$ cat config.mk
export PLATFORM = sky130hd
export DESIGN_NAME = naive_bus_dma
export DESIGN_NICKNAME = d
export VERILOG_FILES = /design/src/rtl/naive_bus_dma.sv
export SDC_FILE = /design/constraint.sdc
export NUM_CORES = 1
export LEC_CHECK = 0
export ABC_AREA = 1
export ABC_CLOCK_PERIOD_IN_PS = 4360
export BUFFER_PORTS_ARGS = -buffer_cell sky130_fd_sc_hd__buf_2
export CAP_MARGIN = 20
export CORE_ASPECT_RATIO = 2
export CORE_MARGIN = 10
export CORE_UTILIZATION = 53
export CTS_BUF_LIST = sky130_fd_sc_hd__clkbuf_16
export CTS_CLUSTER_DIAMETER = 80
export DETAILED_ROUTE_END_ITERATION = 6
export HOLD_SLACK_MARGIN = 0.05
export PLACE_DENSITY = 0.86
export SLEW_MARGIN = 20
export SYNTH_ARGS = -nofsm -noshare
export SYNTH_HDL_FRONTEND = slang
export SYNTH_SLANG_ARGS = --single-unit
$ cat constraint.sdc
create_clock -name clk -period 4.36 [get_ports clk]
set_clock_uncertainty 0.15 [all_clocks]
set_input_delay 0.436 -clock clk [delete_from_list [all_inputs] [get_ports clk]]
set_output_delay 0.436 -clock clk [all_outputs]
set_load 0.02 [all_outputs]
$ cat src/rtl/naive_bus_dma.sv
`default_nettype none
// +---------------------------------------------------------------------------+
// | naive_bus_dma : word-copy DMA master for the naive_bus (read, then write)  |
// | Optional grant timeout/abort: define NAIVE_BUS_DMA_TIMEOUT_EN.             |
// | Revision: 1.0                                                              |
// +---------------------------------------------------------------------------+
module naive_bus_dma #(
  parameter int LEN_W          = 16,
  parameter int TIMEOUT_CYCLES = 256
) (
  input  logic             clk,
  input  logic             rst,
  input  logic             start,
  input  logic [31:0]      src_addr,
  input  logic [31:0]      dst_addr,
  input  logic [LEN_W-1:0] len,
  output logic             busy,
  output logic             done,
  output logic             err,
  output logic             rd_req,
  output logic [3:0]       rd_be,
  output logic [31:0]      rd_addr,
  input  logic             rd_gnt,
  input  logic [31:0]      rd_data,
  output logic             wr_req,
  output logic [3:0]       wr_be,
  output logic [31:0]      wr_addr,
  output logic [31:0]      wr_data,
  input  logic             wr_gnt
);

  typedef enum logic [2:0] {
    IDLE    = 3'd0,
    RD      = 3'd1,
    RD_WAIT = 3'd2,
    WR      = 3'd3,
    FIN     = 3'd4
  } state_t;

  state_t           r_state, w_state_nxt;
  logic [31:0]      r_src, w_src_nxt;
  logic [31:0]      r_dst, w_dst_nxt;
  logic [31:0]      r_data, w_data_nxt;
  logic [LEN_W-1:0] r_rem, w_rem_nxt;
  logic             r_rd_req, w_rd_req_nxt;
  logic             r_wr_req, w_wr_req_nxt;
  logic             r_busy, w_busy_nxt;
  logic             r_done, w_done_nxt;

`ifdef NAIVE_BUS_DMA_TIMEOUT_EN
  localparam int WAIT_W = $clog2(TIMEOUT_CYCLES + 1);
  logic [WAIT_W-1:0] r_wait, w_wait_nxt;
  logic              r_err, w_err_nxt;
  logic              w_timeout;
  assign w_timeout = (r_wait == WAIT_W'(TIMEOUT_CYCLES - 1));
  wire w_unused = ^{src_addr[1:0], dst_addr[1:0]};
`else
  wire w_unused = ^{src_addr[1:0], dst_addr[1:0], (TIMEOUT_CYCLES != 0)};
`endif

  always_comb begin
    w_state_nxt  = r_state;
    w_src_nxt    = r_src;
    w_dst_nxt    = r_dst;
    w_data_nxt   = r_data;
    w_rem_nxt    = r_rem;
    w_rd_req_nxt = r_rd_req;
    w_wr_req_nxt = r_wr_req;
    w_busy_nxt   = r_busy;
    w_done_nxt   = r_done;
`ifdef NAIVE_BUS_DMA_TIMEOUT_EN
    w_wait_nxt   = r_wait;
    w_err_nxt    = r_err;
`endif
    case (r_state)
      IDLE: begin
        if (start) begin
          w_src_nxt  = {src_addr[31:2], 2'b00};
          w_dst_nxt  = {dst_addr[31:2], 2'b00};
          w_rem_nxt  = len;
          w_busy_nxt = 1'b1;
`ifdef NAIVE_BUS_DMA_TIMEOUT_EN
          w_err_nxt  = 1'b0;
          w_wait_nxt = '0;
`endif
          if (len == '0) begin
            w_state_nxt = FIN;
          end else begin
            w_state_nxt  = RD;
            w_rd_req_nxt = 1'b1;
          end
        end
      end
      RD: begin
        if (rd_gnt) begin
          w_rd_req_nxt = 1'b0;
          w_state_nxt  = RD_WAIT;
        end
`ifdef NAIVE_BUS_DMA_TIMEOUT_EN
        else if (w_timeout) begin
          w_rd_req_nxt = 1'b0;
          w_err_nxt    = 1'b1;
          w_done_nxt   = 1'b1;
          w_busy_nxt   = 1'b0;
          w_state_nxt  = FIN;
        end else begin
          w_wait_nxt = r_wait + WAIT_W'(1);
        end
`endif
      end
      RD_WAIT: begin
        // Slave data is valid exactly one cycle after the grant.
        w_data_nxt   = rd_data;
        w_wr_req_nxt = 1'b1;
        w_state_nxt  = WR;
`ifdef NAIVE_BUS_DMA_TIMEOUT_EN
        w_wait_nxt   = '0;
`endif
      end
      WR: begin
        if (wr_gnt) begin
          w_wr_req_nxt = 1'b0;
          w_src_nxt    = r_src + 32'd4;
          w_dst_nxt    = r_dst + 32'd4;
          w_rem_nxt    = r_rem - LEN_W'(1);
          if (r_rem == LEN_W'(1)) begin
            w_state_nxt = FIN;
            w_done_nxt  = 1'b1;
            w_busy_nxt  = 1'b0;
          end else begin
            w_state_nxt  = RD;
            w_rd_req_nxt = 1'b1;
`ifdef NAIVE_BUS_DMA_TIMEOUT_EN
            w_wait_nxt   = '0;
`endif
          end
        end
`ifdef NAIVE_BUS_DMA_TIMEOUT_EN
        else if (w_timeout) begin
          w_wr_req_nxt = 1'b0;
          w_err_nxt    = 1'b1;
          w_done_nxt   = 1'b1;
          w_busy_nxt   = 1'b0;
          w_state_nxt  = FIN;
        end else begin
          w_wait_nxt = r_wait + WAIT_W'(1);
        end
`endif
      end
      FIN: begin
        // Entered either with done already raised (after the last word or an
        // abort) or straight from IDLE for a zero-length copy.
        if (r_done) begin
          w_done_nxt  = 1'b0;
          w_state_nxt = IDLE;
        end else begin
          w_done_nxt = 1'b1;
          w_busy_nxt = 1'b0;
        end
      end
      default: w_state_nxt = IDLE;
    endcase
  end

  always_ff @(posedge clk or posedge rst) begin
    if (rst) begin
      r_state  <= IDLE;
      r_src    <= '0;
      r_dst    <= '0;
      r_data   <= '0;
      r_rem    <= '0;
      r_rd_req <= 1'b0;
      r_wr_req <= 1'b0;
      r_busy   <= 1'b0;
      r_done   <= 1'b0;
`ifdef NAIVE_BUS_DMA_TIMEOUT_EN
      r_wait   <= '0;
      r_err    <= 1'b0;
`endif
    end else begin
      r_state  <= w_state_nxt;
      r_src    <= w_src_nxt;
      r_dst    <= w_dst_nxt;
      r_data   <= w_data_nxt;
      r_rem    <= w_rem_nxt;
      r_rd_req <= w_rd_req_nxt;
      r_wr_req <= w_wr_req_nxt;
      r_busy   <= w_busy_nxt;
      r_done   <= w_done_nxt;
`ifdef NAIVE_BUS_DMA_TIMEOUT_EN
      r_wait   <= w_wait_nxt;
      r_err    <= w_err_nxt;
`endif
    end
  end

  assign busy    = r_busy;
  assign done    = r_done;
  assign rd_req  = r_rd_req;
  assign rd_be   = {4{r_rd_req}};
  assign rd_addr = r_src;
  assign wr_req  = r_wr_req;
  assign wr_be   = {4{r_wr_req}};
  assign wr_addr = r_dst;
  assign wr_data = r_data;
`ifdef NAIVE_BUS_DMA_TIMEOUT_EN
  assign err     = r_err;
`else
  assign err     = 1'b0;
`endif

endmodule
`default_nettype wire

# Word-level counts from Yosys, hierarchy flattened
# Index checks and enable logic that the tools add are counted.
# totals
ramBits	0
latchBits	0
mem_count	0
mem_bits_ro	0
output_inout_bits	109
register_bits	119
in_bits	117
# op_classes
n_reduce_logical	13
div_mod_pow	0
mul	0
addsub	3
magnitude_cmp	0
bitwise_logic	0
n_eq_ne	13
n_mux	33
shift	0
# ops
operator	count
two-way mux 32 bit	4
case mux 32 bit (2 select lines)	2
adder 32 x 3 -> 32 bit (second input constant)	2
two-way mux 16 bit	2
case mux 16 bit (2 select lines)	1
two-way mux 3 bit	6
== test 16 x 1 -> 1 bit (second input constant)	1
logical NOT 16 bit	1
!= test 2 bit (second input constant)	8
subtractor 16 x 1 -> 16 bit (second input constant)	1
case mux 3 bit (5 select lines)	1
two-way mux 1 bit	13
== test 3 x 2 -> 1 bit (second input constant)	2
case mux 1 bit (3 select lines)	2
AND reduction 3 bit	2
AND reduction 6 bit	1
nonzero test 2 bit	3
nonzero test 3 bit	2
AND reduction 5 bit	1
case mux 1 bit (2 select lines)	2
AND reduction 4 bit	1
== test 3 x 1 -> 1 bit (second input constant)	1
== test 3 bit (second input constant)	1
logical NOT 3 bit	1
AND reduction 2 bit	1

# Logic depth before layout (Yosys ltp)
# Gate-level depths: netlist (run 1).
# logic_depth
depth_word	4
mapped_depth	11
ltp_nobuf	11

# Worst setup path after synthesis (run 1)
# Ideal clock, no wire load.
# synth_path
path_type	reg-to-reg
start	register r_src[3], in the netlist rd_addr[3]
end	register r_src[20], in the netlist rd_addr[20]
setup_ns	0.113
path_stages_with_launch	11
path_slack_ns	2.596
period_less_slack_ns	1.764
arrival_time_ns	1.502
cell_sequence	dfrtp_1 ha_1 nand2_1 nor2_1 nand2_1 nor2_1 nand3_1 nand2_1 nand2_1 nand2_1 inv_1
# synth_via
elab_chain_cells	3
# synth_lines
item	line	text
start: declaration	41	logic [31:0] r_src, w_src_nxt;
start signal: assignment	182	r_src <= w_src_nxt;
adder 32 x 3 -> 32 bit	123	w_src_nxt = r_src + 32'd4;
two-way mux 32 bit	121	if (wr_gnt) begin
case mux 32 bit (2 select lines)	75	case (r_state)
# No other way between the ends. The select of a mux whose other input is x is not followed.
# A chain may end at the register's enable or synchronous reset.

# Worst setup path in the final report (run 1)
# layout_path
start	register r_state[2]
end	register r_rem[7]
# layout_via
elab_chain_cells	3
elab_cells_between_ends	7
classes_between	3 x eq/ne; 1 x mux; 3 x reduce/logical
# layout_lines
item	line	text
start: declaration	40	state_t r_state, w_state_nxt;
start signal: assignment	181	r_state <= w_state_nxt;
== test 3 x 2 -> 1 bit / logical NOT 3 bit (equally long branches)	75	
!= test 2 bit (no source line) / nonzero test 2 bit (equally long branches)	n/a	
AND reduction 3 bit (no source line)	n/a	
end signal: assignment	185	r_rem <= w_rem_nxt;
end: declaration	44	logic [LEN_W-1:0] r_rem, w_rem_nxt;
# Several ways; a longest one is shown, not always the timed one.

==> results of run 1 <==
[critical path, stage by stage, from the launching register on]
cell and delay (ps):
sky130_fd_sc_hd__dfrtp_1 420, sky130_fd_sc_hd__inv_1 130, sky130_fd_sc_hd__nand3_2 350, sky130_fd_sc_hd__o21ai_1 320
sky130_fd_sc_hd__nand2_2 90, sky130_fd_sc_hd__inv_2 730, sky130_fd_sc_hd__buf_4 310, sky130_fd_sc_hd__o21ai_0 110
sky130_fd_sc_hd__a21oi_1 170
[metrics by stage]
step	utilization [%]	cells	hold slack, ps	instance area (sq um)
final	66.3	1528	98.3	9210
after global routing	66.3	1526	87.9	9210
after CTS	66.3	1526	92.9	9210
after detailed placement	61.9	1493	308	8600
after global placement	61.9	1493	304	8600
after floorplan	-	1132	321	7520
[worst min-delay path by stage]
stage                                      from                      end  slack (ps)  cells past startpoint
after global routing                rd_data[17]  wr_data[17]$_DFFE_PP0N_          90                      2
after global placement         busy$_DFFE_PP0P_         busy$_DFFE_PP0P_         300                      2
after CTS                           rd_data[23]  wr_data[23]$_DFFE_PP0N_          90                      2
final                               rd_data[21]  wr_data[21]$_DFFE_PP0N_         100                      2
after floorplan           r_rem[15]$_DFFE_PP0P_    r_rem[15]$_DFFE_PP0P_         320                      2
after detailed placement       busy$_DFFE_PP0P_         busy$_DFFE_PP0P_         310                      2
[registers in the layout, summed over array words and instances, names as in the netlist]
| signal | count |
|---|---|
| done | 1 |
| r_rem | 16 |
| wr_req | 1 |
| r_state | 3 |
| busy | 1 |
| wr_data | 32 |
| rd_addr | 30 |
| wr_addr | 30 |
| rd_req | 1 |
[power by group]
part	total, mW	internal, mW	switching, mW
sequential	2.20	1.62	0.579
clock	1.42	0.892	0.529
combinational	3.94	1.33	2.61
total	7.56	3.84	3.72
[cell type report]
class,count,area [sq um]
sequential,115,2880
fill,1261,4680
inverter,104,395
clock buffer,17,425
tap,189,236
multi-input combinational,862,3930
timing repair buffer,224,1170
clock inverter,15,168
antenna,2,5.00
[layer usage]
| layer | routed length [um] | track usage, % |
|---|---|---|
| met5 | 13 | 0 |
| met4 | 1310 | 14.4 |
| met3 | 2140 | 8.75 |
| met2 | 12200 | 42.7 |
| met1 | 8270 | 22.3 |
[cells by family after synthesis]
| kind of cell | Yosys count | synth area share [%] |
|---|---|---|
| xor gates and xnor gates | 8 | 0.933 |
| adders and majority gates | 4 | 0.667 |
| AOI/OAI and AO/OA | 120 | 8.28 |
| DFF | 115 | 38.3 |
| muxes | 32 | 4.80 |
| buffers and inverters | 155 | 9.45 |
| and+or+nand+nor | 693 | 37.5 |
| other | 1 | 0.0500 |
[Yosys cell counts]
cell / number / area share, %
sky130_fd_sc_hd__o21ai_1: 13 / 0.87
sky130_fd_sc_hd__nand2_1: 358 / 18
sky130_fd_sc_hd__nor3_1: 3 / 0.20
sky130_fd_sc_hd__conb_1: 1 / 0.050
sky130_fd_sc_hd__o211ai_1: 2 / 0.20
sky130_fd_sc_hd__o21ai_0: 60 / 4.0
sky130_fd_sc_hd__xnor2_1: 4 / 0.47
sky130_fd_sc_hd__nand2_2: 2 / 0.17
sky130_fd_sc_hd__xor2_1: 4 / 0.47
sky130_fd_sc_hd__inv_1: 102 / 5.1
sky130_fd_sc_hd__ha_1: 4 / 0.67
sky130_fd_sc_hd__a21boi_0: 1 / 0.10
sky130_fd_sc_hd__nand3b_1: 4 / 0.40
sky130_fd_sc_hd__buf_6: 4 / 0.60
sky130_fd_sc_hd__buf_2: 26 / 1.7
sky130_fd_sc_hd__dfrtp_1: 115 / 38
sky130_fd_sc_hd__inv_2: 2 / 0.10
sky130_fd_sc_hd__a21oi_1: 36 / 2.4
sky130_fd_sc_hd__o22ai_1: 2 / 0.17
sky130_fd_sc_hd__nor2_2: 1 / 0.083
sky130_fd_sc_hd__clkbuf_2: 1 / 0.067
sky130_fd_sc_hd__o21a_1: 3 / 0.30
sky130_fd_sc_hd__nor2_1: 208 / 10
sky130_fd_sc_hd__mux2_2: 32 / 4.8
sky130_fd_sc_hd__buf_4: 17 / 1.7
sky130_fd_sc_hd__a31oi_1: 3 / 0.25
sky130_fd_sc_hd__nand3_1: 89 / 5.9
sky130_fd_sc_hd__nand3_2: 1 / 0.13
sky130_fd_sc_hd__or2_2: 15 / 1.3
sky130_fd_sc_hd__clkbuf_1: 3 / 0.15
sky130_fd_sc_hd__nand4_1: 12 / 1.0
==> flow_summary.yaml, run 1 <==
outcome:
  run_status: "complete, no violations"
power_and_ir_drop:
  ir_drop_uv: 750
  static-leakage-power_nw: 4.63
  power-per-cell-area_mw_per_mm2: 820
  power_total_mw: 7.56
die:
  floorplan.io_pins: 226
  fp.dieW_um: 104
  num_rows: 61
  die_ht_um: 188
  die-area_sq_mm: 0.0196
  fp.coreArea_sq_mm: 0.0139
  floorplan.initialDensity_pct: 54.0
clocking:
  path_clk_slew_ps: 60
  post-cts-setup-buffers: 0
  cts_hold_buffers: 1
  cts.repair.resized: 0
  numCtsBuffers: 17
  clockRootBuffer: "sky130_fd_sc_hd__clkbuf_16"
  cts.sinks: 115
  htreeDepth: 4
  cts.path.max_buffers: 2
  clk_latency_ps: 420
  cts_tree: "yes"
routing:
  initialDrtViolationCount: 503
  wire_per_inst_um: 15.7
  drt_wl_total_um: 23900
  route.vias.total: 8117
  routed_via_density: 5.31
  detail_route.drc_violations: 0
  drtAntennaViolNets: 0
  drt_first_pass_iters: 6
setup_path:
  cp-endpoint: "r_rem[7]$_DFFE_PP0P_"
  worst_setup_path_start_kind: "flop"
  critical_path.endpoint_type: "flop"
  r2r.worst_path.cells: 8
  worst_r2r_endpoint: "r_rem[7]$_DFFE_PP0P_"
  regToRegSetupSlack_ps: 1480
  critical_path.reg2reg.startpoint: "r_state[2]$_DFFE_PP0P_"
  crit_path_start: "r_state[2]$_DFFE_PP0P_"
  setup_crit_path_kind: "flop to flop"
  crit_required_ps: 4550
  critPathArrivalTime_ps: 3060
  worst-path-max-fanout: 64
placement:
  place_ws_ps: 1620
  io_buffers: 216
  gp_routability_congestion: 0.962
  place.detailed.hpwl_um: 17900
logic_synthesis:
  synth_seq_cells: 115
  synth.yosys.warnings: 0
  yosys.cell_types.count: 31
  seq_area_frac_synth_pct: 38.3
  syn-instance-count: 1128
  mappedNetlistArea_sq_mm: 0.00751
  synthesis.area_per_instance_sq_um: 6.65
finish:
  fin_nets: 1445
  final_layout_size_suffix_gt1_share_pct: 23.0
  flow.area_growth_from_synthesis_pct: 22.7
  layout_commonest_cell: "sky130_fd_sc_hd__nand2_1"
  layout.cells.most_common_list: "sky130_fd_sc_hd__nand2_1, sky130_fd_sc_hd__buf_2, sky130_fd_sc_hd__nor2_1"
sta:
  maxClockFrequency_mhz: 348
  period_share_pct: 65.9
  timing.final.hold_violations: 0
  grt_setup_unrepaired: "no"
  final.min_clock_period_ps: 2880
  setup_ws_ps: 1480
  slew_violations: 0
  slew_of_the_pin_with_the_lowest_slew_margin_ps: 1010
  setup_viol_count_final: 0
  sum_neg_setup_slack_ps: 0
  slew_headroom_pct: 32.9
grt:
  initial_antenna_violation_count: 3
  grt_pass1_vias: 7970
  grt-ovfl-total: 0
  grt_pass1_wl_um: 38100
  grt.total_usage_pct: 23.8
  grt_start_max_net_pins: 74
hold_path:
  worst_hold_path_type: "input port to flop"
job:
  max-cap-violations: 0
Power figures use the tool's default switching activity.
==> run 2, diff against run 1 <==
--- a/config.mk
+++ b/config.mk
@@ -6,17 +6,17 @@
 export NUM_CORES = 1
 export LEC_CHECK = 0
 export ABC_AREA = 1
-export ABC_CLOCK_PERIOD_IN_PS = 4360
+export ABC_CLOCK_PERIOD_IN_PS = 2380
 export BUFFER_PORTS_ARGS = -buffer_cell sky130_fd_sc_hd__buf_2
 export CAP_MARGIN = 20
 export CORE_ASPECT_RATIO = 2
 export CORE_MARGIN = 10
-export CORE_UTILIZATION = 53
+export CORE_UTILIZATION = 48
 export CTS_BUF_LIST = sky130_fd_sc_hd__clkbuf_16
 export CTS_CLUSTER_DIAMETER = 80
 export DETAILED_ROUTE_END_ITERATION = 6
 export HOLD_SLACK_MARGIN = 0.05
-export PLACE_DENSITY = 0.86
+export PLACE_DENSITY = 0.82
 export SLEW_MARGIN = 20
 export SYNTH_ARGS = -nofsm -noshare
 export SYNTH_HDL_FRONTEND = slang
==> constraint.sdc (replaced) <==
create_clock -name clk -period 2.38 [get_ports clk]
set_clock_uncertainty 0.15 [all_clocks]
set_input_delay 0.238 -clock clk [delete_from_list [all_inputs] [get_ports clk]]
set_output_delay 0.238 -clock clk [all_outputs]
set_load 0.02 [all_outputs]
==> run 2 against run 1 <==
Against the previous run:
- sequential power is 85% higher
- largest power group unchanged
- setup slack worse by 1200 ps
- final cell count is 6.9% higher
- maximum frequency is 36% higher
==> flow_summary.yaml, run 2 (synthesis gave the netlist of run 1 again) <==
routing:
  drt_first_pass_iters: 5
  detail_route.drc_violations: 0
  drtAntennaViolNets: 0
  initialDrtViolationCount: 472
  drt_wl_total_um: 27100
  wire_per_inst_um: 16.6
  routed_via_density: 5.27
  route.vias.total: 8609
sta:
  slew_headroom_pct: 55.3
  maxClockFrequency_mhz: 474
  setup_viol_count_final: 0
  sum_neg_setup_slack_ps: 0
  timing.final.hold_violations: 0
  grt_setup_unrepaired: "no"
  slew_of_the_pin_with_the_lowest_slew_margin_ps: 669
  period_share_pct: 88.6
  slew_violations: 0
  final.min_clock_period_ps: 2110
setup_path:
  critical_path.reg2reg.startpoint: "r_state[2]$_DFFE_PP0P_"
  regToRegSetupSlack_ps: 270
  critical_path.endpoint_type: "flop"
  crit_required_ps: 2580
  worst_setup_path_start_kind: "flop"
  critPathSlowestCell: "sky130_fd_sc_hd__dfrtp_1"
  cpPeakStageDelay_ps: 430
  worst-path-max-fanout: 42
  path_depth: 10
  critPathArrivalTime_ps: 2310
  critPathTopFamily: "buffers and inverters"
  crit_path_buffers_inverters: 4
  critical_path.cell_chain: "inv_1 > nand3_2 > o21ai_1 > nand2_2 > inv_2 > buf_4 > o21ai_0 > nand2_1 > nand2_1 > inv_1"
  r2r.worst_path.cells: 10
  setup_crit_path_kind: "flop to flop"
  worst_r2r_endpoint: "wr_addr[20]$_DFFE_PP0P_"
finish:
  layout.cells.most_common_list: "sky130_fd_sc_hd__nand2_1, sky130_fd_sc_hd__buf_2, sky130_fd_sc_hd__nor2_1"
  final_layout_size_suffix_gt1_share_pct: 21.7
  flow.area_growth_from_synthesis_pct: 35.1
  fin_nets: 1547
  largest_reg_flops: 32
  n_antenna_cell: 0
  finish.instance_area_sq_mm: 0.0101
  layout_commonest_cell: "sky130_fd_sc_hd__nand2_1"
grt:
  grt_pass1_wl_um: 44300
  initial_antenna_violation_count: 0
  grt_start_max_net_pins: 57
  grt.total_usage_pct: 25.9
  grt-ovfl-total: 0
  grt_pass1_vias: 8895
placement:
  io_buffers: 216
  place.detailed.hpwl_um: 18900
  gp_routability_congestion: 0.933
  post_detailed_placement_cell_area_sq_mm: 0.00873
die:
  die-area_sq_mm: 0.0213
  fp.dieW_um: 108
  floorplan.io_pins: 226
  fp.coreArea_sq_mm: 0.0153
  floorplan.initialDensity_pct: 49.1
  num_rows: 64
  die_ht_um: 197
clocking:
  cts.path.max_buffers: 2
  path_clk_slew_ps: 50
  clockRootBuffer: "sky130_fd_sc_hd__clkbuf_16"
  post-cts-setup-buffers: 0
  cts.sinks: 115
  clk_latency_ps: 420
  numCtsBuffers: 17
  htreeDepth: 4
  cts_tree: "yes"
hold_path:
  worst_hold_path_type: "input port to flop"
  timing.hold.worst_endpoint: "r_rem[5]$_DFFE_PP0P_"
  hp-start: "len[5]"
  min_path_cells: 3
job:
  max-cap-violations: 0
power_and_ir_drop:
  static-leakage-power_nw: 5.03
  ir_drop_uv: 1250
  power-per-cell-area_mw_per_mm2: 1370
outcome:
  run_status: "complete, no violations"
==> run 2: final cells by class <==
class	count	area, sq um
clock inverters	11	75.1
clock buffers	17	425
fillers	1304	5150
flip-flops and latches	115	2880
inverters	104	397
well taps	198	248
multi-input cells	862	3930
repair buffers	326	2180
==> run 2: power breakdown <==
| group | total (mW) | switching [mW] | internal, mW |
|---|---|---|---|
| sequential | 4.07 | 1.10 | 2.97 |
| clock | 2.25 | 0.873 | 1.38 |
| combinational | 7.59 | 4.97 | 2.62 |
==> run 2: worst register-to-register path, cell delays in order (launching register included) <==
cell	delay, ps
sky130_fd_sc_hd__dfrtp_1	430
sky130_fd_sc_hd__inv_1	120
sky130_fd_sc_hd__nand3_2	210
sky130_fd_sc_hd__o21ai_1	220
sky130_fd_sc_hd__nand2_2	100
sky130_fd_sc_hd__inv_2	60
sky130_fd_sc_hd__buf_4	370
sky130_fd_sc_hd__o21ai_0	190
sky130_fd_sc_hd__nand2_1	80
sky130_fd_sc_hd__nand2_1	50
sky130_fd_sc_hd__inv_1	60
==> run 2: worst max-delay path by stage <==
stage	slack [ps]	endpoint	start
after detailed placement	340	wr_addr[6]$_DFFE_PP0P_	r_state[2]$_DFFE_PP0P_
after floorplan	590	busy$_DFFE_PP0P_	rst
after CTS	330	wr_addr[6]$_DFFE_PP0P_	r_state[2]$_DFFE_PP0P_
final	270	wr_addr[20]$_DFFE_PP0P_	r_state[2]$_DFFE_PP0P_
after global placement	400	wr_addr[6]$_DFFE_PP0P_	r_state[2]$_DFFE_PP0P_
after global routing	120	r_rem[7]$_DFFE_PP0P_	r_state[2]$_DFFE_PP0P_
==> run 2: per-layer routing <==
metal	vias to the layer above	share of wire (%)	track usage, %
li1	4152	-	-
met1	3980	35	25.8
met2	376	53	46.2
met3	101	7.3	7.75
met4	0	5.4	13.9
met5	-	0	0
==> run 2: timing repair <==
action,CTS,global route
hold endpoints to repair,111,0
gates resized for setup,0,0
hold buffers,91,0
==> run 2: per-stage QoR <==
| step | std cells | utilization, % | total power [mW] | hold WS [ps] | setup WS (ps) |
|---|---|---|---|---|---|
| floorplan | 1132 | - | 9.19 | 238 | 593 |
| CTS | 1633 | 66.3 | 13.8 | 50.5 | 326 |
| global placement | 1514 | 57.1 | 11.2 | 211 | 403 |
| finish | 1633 | 66.3 | 13.9 | 48.1 | 271 |
| detailed placement | 1514 | 57.1 | 11.4 | 213 | 341 |
| global route | 1633 | 66.3 | 15.0 | 77.1 | 120 |
==> run 3, diff against run 2 <==
--- a/config.mk
+++ b/config.mk
@@ -5,18 +5,17 @@
 export SDC_FILE = /design/constraint.sdc
 export NUM_CORES = 1
 export LEC_CHECK = 0
-export ABC_AREA = 1
 export ABC_CLOCK_PERIOD_IN_PS = 2380
 export BUFFER_PORTS_ARGS = -buffer_cell sky130_fd_sc_hd__buf_2
 export CAP_MARGIN = 20
 export CORE_ASPECT_RATIO = 2
 export CORE_MARGIN = 10
-export CORE_UTILIZATION = 48
+export CORE_UTILIZATION = 46
 export CTS_BUF_LIST = sky130_fd_sc_hd__clkbuf_16
 export CTS_CLUSTER_DIAMETER = 80
 export DETAILED_ROUTE_END_ITERATION = 6
 export HOLD_SLACK_MARGIN = 0.05
-export PLACE_DENSITY = 0.82
+export PLACE_DENSITY = 0.81
 export SLEW_MARGIN = 20
 export SYNTH_ARGS = -nofsm -noshare
 export SYNTH_HDL_FRONTEND = slang
==> run 3 against run 2 <==
Against the previous run:
- combinational power decreased by 13%
- core utilization down 0.35 points
- critical path depth shrank 4
- non-clock buffer count up 5
- sequential power about the same
- clock-buffer cell count unchanged
- wire length fell by 12%
- first-iteration DRC count grew 9.7%
==> flow_summary.yaml, run 3 <==
sta:
  slew_violations: 0
  sum_neg_setup_slack_ps: 0
  final.min_clock_period_ps: 2190
  slew_of_the_pin_with_the_lowest_slew_margin_ps: 610
  maxClockFrequency_mhz: 456
  period_share_pct: 92.1
  slew_headroom_pct: 59.2
  timing.final.hold_violations: 0
  setup_viol_count_final: 0
  grt_setup_unrepaired: "no"
finish:
  final_layout_size_suffix_gt1_share_pct: 31.6
  layout.cells.most_common_list: "sky130_fd_sc_hd__buf_2, sky130_fd_sc_hd__dfrtp_1, sky130_fd_sc_hd__dlygate4sd3_1"
  largest_reg_flops: 32
  final_cells: 1233
  flow.area_growth_from_synthesis_pct: 42.0
  finish.instance_area_sq_mm: 0.00941
  fin_nets: 1146
  layout_commonest_cell: "sky130_fd_sc_hd__buf_2"
logic_synthesis:
  synthAdderAreaFrac_pct: 0.755
  post_synth_xor_area_fraction_pct: 0
  synth_seq_cells: 115
  synth_compound_gate_area_share_pct: 21.0
  synth_enable_flop_cells: 0
  synth_top_family_by_area: "simple AND/OR/NAND/NOR gates"
  synthMostInstantiatedCell: "sky130_fd_sc_hd__dfrtp_1"
  area_fraction_in_and_or_nand_and_nor_cells_after_synthesis_pct: 23.2
  yosys-top-cells-area: "sky130_fd_sc_hd__dfrtp_1, sky130_fd_sc_hd__a21oi_1, sky130_fd_sc_hd__mux2_2"
  yosys-top-cells-count: "sky130_fd_sc_hd__dfrtp_1, sky130_fd_sc_hd__nor2_1, sky130_fd_sc_hd__a21oi_1, sky130_fd_sc_hd__nand2_1, sky130_fd_sc_hd__mux2_2"
  yosys.cell_types.count: 69
  synthesis.area_per_instance_sq_um: 9.03
  async_reset_ff_share_pct: 100
  mappedNetlistArea_sq_mm: 0.00663
  top_cell_type_by_total_area_after_synthesis: "sky130_fd_sc_hd__dfrtp_1"
  netlist.area_leader.share_pct: 43.4
  synth.yosys.warnings: 0
  seq_area_frac_synth_pct: 43.4
  syn-instance-count: 734
  ys_dominant_reg_cell: "sky130_fd_sc_hd__dfrtp_1"
  synth.area.mux_share_pct: 5.89
setup_path:
  r2r.worst_path.cells: 6
  regToRegSetupSlack_ps: 190
  crit_required_ps: 2570
  critPathArrivalTime_ps: 2380
  worst-path-max-fanout: 5
  critical_path.reg2reg.startpoint: "wr_addr[2]$_DFFE_PP0P_"
  critPathSlowestCell: "sky130_fd_sc_hd__nor4_2"
  setup_crit_path_kind: "flop to flop"
  critical_path.cell_chain: "ha_1 > nand4_1 > nor4_2 > nand3_1 > a21oi_1 > a2bb2oi_1"
  cpPeakStageDelay_ps: 530
  worst_setup_path_start_kind: "flop"
  critical_path.endpoint_type: "flop"
  worst_r2r_endpoint: "wr_addr[20]$_DFFE_PP0P_"
die:
  num_rows: 62
  floorplan.initialDensity_pct: 46.4
  floorplan.io_pins: 226
  fp.dieW_um: 105
  fp.coreArea_sq_mm: 0.0143
  die_ht_um: 190
  die-area_sq_mm: 0.0199
placement:
  io_buffers: 216
  gp_routability_congestion: 0.879
  post-place-cells: 1110
  place.detailed.hpwl_um: 15900
  post_detailed_placement_cell_area_sq_mm: 0.00793
grt:
  gr-usage-met1_pct: 24.2
  grt.total_usage_pct: 23.4
  grt_pass1_wl_um: 38500
  met2_usage_pct: 41.3
  grt_pass1_vias: 7506
  grtUsageMet3_pct: 6.71
  grt-ovfl-total: 0
  initial_antenna_violation_count: 3
  grt_start_max_net_pins: 85
  globalRoute.busiestLayer: "met2"
power_and_ir_drop:
  intPower_mw: 7.07
  power-per-cell-area_mw_per_mm2: 1410
  ir_drop_uv: 928
  static-leakage-power_nw: 4.09
  part_of_the_total_power_dissipated_in_sequential_elements_pct: 30.6
  combinationalPowerShare_pct: 49.8
  p_switching_mw: 6.20
  sw_ratio_pct: 46.7
  clkPwrFrac_pct: 19.6
hold_path:
  hp-start: "src_addr[23]"
  min_path_cells: 4
  timing.hold.worst_endpoint: "rd_addr[23]$_DFFE_PP0P_"
  worst_hold_path_type: "input port to flop"
clocking:
  htreeDepth: 4
  cts_tree: "yes"
  clockRootBuffer: "sky130_fd_sc_hd__clkbuf_16"
  clk_latency_ps: 420
  path_clk_slew_ps: 70
  numCtsBuffers: 17
  cts.sinks: 115
  cts.repair.resized: 0
  cts.path.max_buffers: 2
routing:
  routed_via_density: 5.88
  drtAntennaViolNets: 0
  wire_per_inst_um: 19.4
  drt_wl_total_um: 23900
  drt_first_pass_iters: 5
  route.vias.total: 7255
  detail_route.drc_violations: 0
  initialDrtViolationCount: 518
outcome:
  run_status: "complete, no violations"
job:
  max-cap-violations: 0
-- run 3: worst max path at each step --
stage / slack [ps] / end / depth (start not counted) / from
3_3_place_gp: 300 / rd_addr[30]$_DFFE_PP0P_ / 6 / rd_addr[2]$_DFFE_PP0P_
5_1_grt: 60 / wr_addr[20]$_DFFE_PP0P_ / 6 / wr_addr[2]$_DFFE_PP0P_
6_report: 190 / wr_addr[20]$_DFFE_PP0P_ / 6 / wr_addr[2]$_DFFE_PP0P_
2_1_floorplan: 290 / rd_addr[22]$_DFFE_PP0P_ / 7 / rd_addr[2]$_DFFE_PP0P_
4_1_cts: 240 / rd_addr[31]$_DFFE_PP0P_ / 5 / rd_addr[10]$_DFFE_PP0P_
3_5_place_dp: 250 / rd_addr[31]$_DFFE_PP0P_ / 5 / rd_addr[10]$_DFFE_PP0P_
-- run 3: worst max-delay path, delay by kind of cell (launching register included) --
kind | cells | cell delay, ps
and+or+nand+nor | 3 | 920
DFF | 1 | 440
AOI/OAI and AO/OA | 2 | 330
adders and majority gates | 1 | 270
-- run 3: layout make-up --
class | instances | area, sq um
Tap cell | 192 | 240
Antenna cell | 3 | 7.51
Clock buffer | 17 | 425
Multi-Input combinational cell | 549 | 3400
Sequential cell | 115 | 2880
Fill cell | 1172 | 4860
Inverter | 11 | 45.0
Clock inverter | 15 | 170
Timing Repair Buffer | 331 | 2250
-- run 3: logic make-up (layout without fill, tap and decap cells) --
logic type                 count (synthesis)  after routing
adders and majority gates                  4              4
other                                      1              8
and+or+nand+nor                          288            288
DFF                                      115            115
muxes                                     35             35
buffers and inverters                     74            374
AOI/OAI and AO/OA                        217            217
-- run 3: per-layer routing --
layer  vias up  wire (um)
li1       3329          -
met1      3472       8600
met2       360      12500
met3        90       1690
met4         4       1120
met5         -         27
-- run 3: repair_timing --
action / CTS / global route
hold endpoints to repair: 109 / 0
hold buffers: 88 / 0
setup buffers: 0 / 0
-- run 3: power by group through the flow --
stage | clock, mW | sequential, mW | combinational [mW]
global placement | 0 | 3.96 | 6.25
finish | 2.61 | 4.06 | 6.60
floorplan | 0 | 4.76 | 3.54
global route | 2.71 | 4.21 | 7.19
detailed placement | 0 | 4.02 | 6.38
CTS | 2.63 | 4.00 | 6.52
-- run 3: metrics by stage --
step | util, % | setup slack [ps] | power [mW] | hold slack (ps)
2_1_floorplan | - | 292 | 8.30 | 238
3_5_place_dp | 55.6 | 247 | 10.4 | 199
5_1_grt | 65.9 | 59.1 | 14.1 | 62.4
6_report | 66.0 | 188 | 13.3 | 63.6
3_3_place_gp | 55.6 | 300 | 10.2 | 193
4_1_cts | 65.9 | 241 | 13.2 | 53.7
